`src/rtl/vga_display_sched.sv`:
```
// Frame-synchronous display scheduler: snapshots clock/alarm BCD at vsync falling edge,
// runs the display mode FSM and produces per-digit blink masks timed in whole frames.
module vga_display_sched #(
    parameter int unsigned BLINK_FRAMES = 30
) (
    input  logic        clk_100MHz,
    input  logic        reset,
    input  logic        vsync,
    input  logic [15:0] clock_val,
    input  logic [15:0] alarm_val,
    input  logic        set_time,
    input  logic        set_alarm,
    input  logic        field_next,
    input  logic        alarm_ring,
    output logic [15:0] disp_clock,
    output logic [15:0] disp_alarm,
    output logic [3:0]  clock_blank,
    output logic [3:0]  alarm_blank,
    output logic [1:0]  mode,
    output logic        edit_field,
    output logic        frame_tick
);

    localparam int unsigned BCD_W = 16;
    localparam int unsigned DIG_W = 4;
    localparam int unsigned CNT_W = 8;
    localparam logic [CNT_W-1:0] CNT_LAST = CNT_W'(BLINK_FRAMES - 1);

    localparam logic [DIG_W-1:0] MASK_NONE  = 4'b0000;
    localparam logic [DIG_W-1:0] MASK_MINS  = 4'b0011;
    localparam logic [DIG_W-1:0] MASK_HOURS = 4'b1100;
    localparam logic [DIG_W-1:0] MASK_ALL   = 4'b1111;

    typedef enum logic [1:0] {
        MODE_NORMAL     = 2'b00,
        MODE_EDIT_TIME  = 2'b01,
        MODE_EDIT_ALARM = 2'b10,
        MODE_RING       = 2'b11
    } mode_e;

    mode_e              mode_q, mode_d;
    logic               vsync_q;
    logic               tick_q;
    logic [BCD_W-1:0]   disp_clock_q, disp_alarm_q;
    logic [DIG_W-1:0]   clock_blank_q, alarm_blank_q;
    logic [DIG_W-1:0]   clock_blank_d, alarm_blank_d;
    logic               field_q, field_d;
    logic [CNT_W-1:0]   cnt_q, cnt_d;
    logic               phase_q, phase_d;

    logic               detect_c;
    logic               mode_chg_c;
    logic               in_edit_c;
    logic [DIG_W-1:0]   edit_mask_c;

    // Falling edge of vsync; vsync_q resets low so a vsync held low through reset never fires.
    assign detect_c = vsync_q & ~vsync;

    // Mode transition: edits beat ring, both edit requests together freeze the mode.
    always_comb begin
        mode_d = mode_q;
        unique case ({set_time, set_alarm})
            2'b10:   mode_d = MODE_EDIT_TIME;
            2'b01:   mode_d = MODE_EDIT_ALARM;
            2'b11:   mode_d = mode_q;
            default: mode_d = alarm_ring ? MODE_RING : MODE_NORMAL;
        endcase
    end

    assign mode_chg_c = (mode_d != mode_q);
    assign in_edit_c  = (mode_q == MODE_EDIT_TIME) || (mode_q == MODE_EDIT_ALARM);

    // Field and blink timebase; a mode change or field toggle restarts blink visible.
    always_comb begin
        field_d = field_q;
        cnt_d   = cnt_q;
        phase_d = phase_q;
        if (mode_chg_c) begin
            field_d = 1'b0;
            cnt_d   = '0;
            phase_d = 1'b1;
        end else if (field_next && in_edit_c) begin
            field_d = ~field_q;
            cnt_d   = '0;
            phase_d = 1'b1;
        end else if (detect_c) begin
            if (cnt_q == CNT_LAST) begin
                cnt_d   = '0;
                phase_d = ~phase_q;
            end else begin
                cnt_d = cnt_q + CNT_W'(1);
            end
        end
    end

    // Blank masks from the pre-update mode/field/phase.
    always_comb begin
        edit_mask_c   = phase_q ? MASK_NONE : (field_q ? MASK_HOURS : MASK_MINS);
        clock_blank_d = MASK_NONE;
        alarm_blank_d = MASK_NONE;
        unique case (mode_q)
            MODE_EDIT_TIME:  clock_blank_d = edit_mask_c;
            MODE_EDIT_ALARM: alarm_blank_d = edit_mask_c;
            MODE_RING:       clock_blank_d = phase_q ? MASK_NONE : MASK_ALL;
            default: begin
                clock_blank_d = MASK_NONE;
                alarm_blank_d = MASK_NONE;
            end
        endcase
    end

    always_ff @(posedge clk_100MHz or posedge reset) begin
        if (reset) begin
            vsync_q       <= 1'b0;
            tick_q        <= 1'b0;
            mode_q        <= MODE_NORMAL;
            field_q       <= 1'b0;
            cnt_q         <= '0;
            phase_q       <= 1'b1;
            disp_clock_q  <= '0;
            disp_alarm_q  <= '0;
            clock_blank_q <= '0;
            alarm_blank_q <= '0;
        end else begin
            vsync_q <= vsync;
            tick_q  <= detect_c;
            mode_q  <= mode_d;
            field_q <= field_d;
            cnt_q   <= cnt_d;
            phase_q <= phase_d;
            if (detect_c) begin
                disp_clock_q  <= clock_val;
                disp_alarm_q  <= alarm_val;
                clock_blank_q <= clock_blank_d;
                alarm_blank_q <= alarm_blank_d;
            end
        end
    end

    assign disp_clock  = disp_clock_q;
    assign disp_alarm  = disp_alarm_q;
    assign clock_blank = clock_blank_q;
    assign alarm_blank = alarm_blank_q;
    assign mode        = mode_q;
    assign edit_field  = field_q;
    assign frame_tick  = tick_q;

endmodule
```
`config.mk`:
```
export PLATFORM = sky130hd
export DESIGN_NAME = vga_display_sched
export DESIGN_NICKNAME = d
export VERILOG_FILES = /design/src/rtl/vga_display_sched.sv
export SDC_FILE = /design/constraint.sdc
export NUM_CORES = 1
export LEC_CHECK = 0
export CORE_MARGIN = 2
export CORE_UTILIZATION = 43
export DETAILED_ROUTE_END_ITERATION = 10
export PLACE_DENSITY_LB_ADDON = 0.2
export SLEW_MARGIN = 25
export SYNTH_ARGS = -nofsm -noshare
export SYNTH_HDL_FRONTEND = slang
export SYNTH_SLANG_ARGS = --single-unit
```
`constraint.sdc`:
```
create_clock -name clk_100MHz -period 2.15 [get_ports clk_100MHz]
set_clock_uncertainty 0.2 [all_clocks]
set_input_delay 0.43 -clock clk_100MHz [delete_from_list [all_inputs] [get_ports clk_100MHz]]
set_output_delay 0.43 -clock clk_100MHz [all_outputs]
set_load 0.02 [all_outputs]
```
**Word-level counts from Yosys, hierarchy flattened**

Cells that the tools add are included.
Widths: inputs -> output; s select.

- Flip-flop bits (word level): 54
- Output and inout port bits: 44
- Input bits: 39
- Bits in writable memories: 0
- Logic and storage cells: 46
- Memories kept: 0
- Latch bits: 0
- ROM bits: 0

- Multiply operators: 0
- Mux-type cells: 17
- Divide/modulo/power cells: 0
- Reductions and logical operators: 6
- Equality and inequality tests: 8
- Shifts and indexed selects: 0
- $add $sub $neg: 1
- Bitwise logic cells: 4
- Order comparisons: 0

Operators with widths:

| kind | number |
|---|---|
| $mux 8 | 4 |
| $mux 4 | 4 |
| $add 8x1->8 const B | 1 |
| $eq 2x2->1 const B | 4 |
| $eq 8x5->1 const B | 1 |
| $pmux 4 s2 | 1 |
| $mux 1 | 6 |
| $pmux 2 s3 | 1 |
| $reduce_bool 3->1 | 2 |
| $eq 2x1->1 const B | 2 |
| $not 1->1 | 3 |
| $mux 2 | 1 |
| $ne 2x2->1 | 1 |
| $reduce_and 2->1 | 1 |
| $reduce_bool 2->1 | 1 |
| $and 1x1->1 | 1 |
| $logic_and 1x1->1 | 1 |
| $logic_or 1x1->1 | 1 |

**Logic depth before layout (Yosys ltp)**

- Word-level depth: 5
- Gate-level depth with buffers: 6
- Mapped depth without buffers: 6

**Least setup slack after synthesis**

OpenSTA, ideal clock, no wires.

- Path kind: reg2reg
- From: register mode_q[1], in the netlist mode[1]
- To: register phase_q
- Stages on the path, launching flop included: 5
- Library setup time: 0.088 ns
- Path buffers: 0
- Clock period less this slack: 1.957 ns
- Path slack: 0.193 ns
- Arrival time: 1.669 ns
- Required time: 1.862 ns
- Cells stage by stage: dfrtp_1 or4_4 a21oi_4 o32ai_2 or3b_1

- Word-level cells in the longest chain between the ends: 5
- Elaborated cells on any way between the ends: 11
- Classes of those cells: eq/ne (3); mux (3); reduce/logical (5)

RTL lines:

| what | RTL line | source |
|---|---|---|
| start: declaration | 41 | `mode_e mode_q, mode_d;` |
| start signal: assignment | 127 | `mode_q <= mode_d;` |
| parallel branches: the longest is 5 deep, another holds $pmux 2 s3 | - |  |
| end signal: assignment | 130 | `phase_q <= phase_d;` |
| end: declaration | 49 | `logic phase_q, phase_d;` |

Parallel ways; which one is timed is not known.
A chain may end at the register's enable or synchronous reset.

**Worst setup path in the final report**

- From: input set_alarm
- To: register phase_q

- Word-level cells in the longest chain between the ends: 5
- Elaborated cells on any way between the ends: 9
- Classes of those cells: eq/ne (4); mux (2); reduce/logical (3)

RTL lines:

| what | RTL line | source |
|---|---|---|
| start: declaration | 12 | `input logic set_alarm,` |
| $eq 2x2->1 / $eq 2x1->1 (equally long branches) | 62 | `unique case ({set_time, set_alarm})` |
| $pmux 2 s3 (*) | 62 |  |
| $ne 2x2->1 (*) | 70 | `assign mode_chg_c = (mode_d != mode_q);` |
| $reduce_bool 3->1 (no source line) | - |  |
| $reduce_and 2->1 (no source line) | - |  |

Mark *: on every way between the ends. The rest lies on a longest branch, timed or not.

==> results.md <==
Outcome
• outcome: completed

Layout
• most frequent cells in the layout: nand2_1 (106), clkdlybuf4s50_1 (82), dfrtp_1 (49), buf_4 (13), nor2_1 (10)
• total number of nets in the final design: 369
• Design Area, Final: 3216 µm²
• FILL cells: 399
• commonest non-fill, non-tap cell in the layout: nand2_1
• ratio of cells with drive above 1 in the final layout: 0.07669
• non-filler cells in the finished layout: 393
• Syn-to-layout area delta: 49.07%
• Inserted Diodes: 0

Clock network
• root buffer cell: clkbuf_8
• number of H-tree branching levels: 2
• clock transition at the register clock pins on the worst setup and hold paths after CTS: 80 ps
• # Post-CTS Setup Buffers: 0
• Max Root-Sink Buffers: 2
• sinks on the clock net: 50
• total CTS buffers: 5
• TritonCTS clock tree: yes
• Worst-Skew Late Latency: 300 ps

STA
• transition time of the tightest slew-check pin: 427.6 ps
• min cycle time layout: 2103 ps
• Slew Limit Fails: 0
• worst hold slack: 267.2 ps
• worst-case headroom to the max-slew limit: 0.7149
• fraction of the cycle the final worst path needs: 0.9782
• endpoints failing setup: 0
• Final TNS setup: 0 ps
• maximum clock rate: 475.5 MHz
• RSZ-0062 raised after global routing: false
• number of hold violations in the final report: 0

Routing
• drt wl/cell: 11.89 µm
• iteration count of the initial detailed-routing pass: 4
• DRC violation count after routing: 0
• final WL: 4674 µm
• vias per cell: 4.700
• via count of the routed design: 1847
• number of violations reported at the end of detailed-routing iteration 0: 98
• post-route ant nets: 0

Critical path
• maximum net fanout on the critical path: 9
• crit path buf inv count: 1
• Req. time, crit path: 2170 ps
• number of cells on the critical path: 5
• critical path's top delay family: simple AND/OR/NAND/NOR gates
• RR Startpoint: mode[1]
• Crit path arrival time: 2130 ps
• Critical Path Sink Type: flip-flop
• critical path cell sequence: clkdlybuf4s50_1 -> or4_4 -> a21oi_4 -> o32ai_4 -> or3b_1
• count of cells along the worst register-to-register path: 4
• end point of the critical path: phase_q
• capture point of the worst reg-to-reg path: phase_q
• category of the worst setup path launch point: primary input
• setup slack on the worst flop-to-flop path: 220 ps
• critical path start-end classification: primary input to flip-flop
• stage delay of the slowest cell on the critical path: 550 ps
• library cell contributing the largest single delay on the critical path: or4_4
• worst setup path start: set_alarm

Placement
• placer congestion estimate: 0.8026
• Post-Place Cell Area: 3098 µm²
• Port-buffer cells: 82
• cell count after placement: 385
• Detail Placement HPWL: 3436 µm

Floorplanning
• Die ar.: 5599 µm²
• die extent in x: 74.83 µm
• Placeable Area: 4786 µm²
• Initial Utilization: 0.4507
• Rows: 25
• count of pins on the block boundary: 83
• Die Ht: 74.83 µm

Flow run
• max_cap viols: 0

Yosys
• Simple-Gate Fraction of Synth Area: 0.2668
• asr flop ratio synth: 1.000
• arithmetic-cell share of the synthesized area counting full adders, half adders and majority gates: 0.02900
• synthesized-area fraction occupied by xor and xnor cells: 0.01218
• cell area after synthesis: 2157 µm²
• post-synthesis net count: 280
• Yosys top cell area share: 0.5684
• post-synthesis compound-gate area fraction: 0.06787
• number of unique standard cell types used by synthesis: 33
• total of warnings raised by yosys: 0
• dominant combinational cell family by area after synthesis: simple AND/OR/NAND/NOR gates
• mux share of post-synthesis cell area: 0
• number of enable-type register cells in the synthesized netlist: 0
• flip-flop and latch count after synthesis: 50
• most area-consuming cells after synthesis: dfrtp_1 (57%), nand2_1 (18%), ha_1 (2.9%), a21oi_1 (2.1%), nor2_1 (1.7%)
• Cells after Synth: 236
• average footprint of a synthesized cell: 9.140 µm²
• Top FF cell, synth: dfrtp_1
• leading area contributor after synthesis: dfrtp_1
• sequential-to-total area share from yosys stat: 0.5806

Global routing
• GR Overflow Total: 0
• pin count of the biggest net entering global routing: 32
• number of global-route vias before repair: 1785
• global router's overall resource usage: 0.1816
• first-pass GRT wire length: 7783 µm
• number of antenna violations at the first check in global routing: 0

Pwr
• worst vdd ir: 0.0003913 V
• leakage power total: 0.001520 µW
• Total Power: 2268 µW
• ratio of total power to cell area: 705.4 nW/µm²

Min path
• kind of path behind the tightest hold check: primary input to async pin

worst reg2reg max path, cell delays in order (launching register included):
cell and delay [ps]:
dfrtp_1 420, or4_4 510, a21oi_4 190, o32ai_4 140, or3b_1 400
area by class of cell:
class / instances / area [µm²] / share of cell area
well taps: 67 / 83.83 / 0.02607
clock buffers: 7 / 76.32 / 0.02374
clock inverters: 1 / 30.03 / 0.009339
inverters: 8 / 30.03 / 0.009339
multi-input cells: 165 / 824.5 / 0.2564
flip-flops and latches: 50 / 1252 / 0.3895
repair buffers: 95 / 918.4 / 0.2856
per-layer routing:
metal / vias to the layer above / share of wire / track usage
li1: 924 / - / -
met1: 872 / 0.44 / 0.2301
met2: 45 / 0.49 / 0.2963
met3: 6 / 0.060 / 0.06158
met4: 0 / 0.013 / 0.05357
met5: - / 0 / 0
how the worst min path moves through the flow:
stage	start	endpoint
6_report	reset	cnt_q[1]
5_1_grt	reset	vsync_q
2_1_floorplan	vsync	vsync_q
4_1_cts	reset	mode[1]
3_5_place_dp	disp_clock[10]	disp_clock[10]
3_3_place_gp	disp_clock[11]	disp_clock[11]
registers in the layout (all words and copies together) (netlist names), 2 cells and up:
name	flops
disp_alarm	16
disp_clock	16
cnt_q	8
alarm_blank	2
clock_blank	2
mode	2
report_power, final:
part           switching, µW  internal [µW]
sequential              53.8           1030
clock                    295            348
combinational            271            275
cells in the mapped netlist (all sizes together) (2+ instances only):
library cell / n
a21oi: 10
a311oi: 2
buf: 9
clkbuf: 4
dfrtp: 49
ha: 5
inv: 8
nand2: 106
nand2b: 2
nand3: 3
nand4: 2
nor2: 10
nor3: 3
nor4bb: 2
o21ai: 3
o31ai: 2
xor2: 2
cell families after synthesis:
group,after synthesis
simple gates,136
fa+ha+maj,5
flops,50
compound gates,21
xor+xnor,3
buf+inv,21
stage by stage:
step | util | setup slack [ps]
2_1_floorplan | - | 193.2
4_1_cts | 0.6695 | 31.75
5_1_grt | 0.6719 | 18.96
6_report | 0.6719 | 46.96
3_3_place_gp | 0.6473 | -243.5
3_5_place_dp | 0.6473 | -274.8
timing repair:
item / CTS / global route
resized for setup: 0 / 1
setup endpoints to repair: 0 / 5
hold buffers: 0 / 0
No activity file was read; power rests on OpenSTA's default activity.
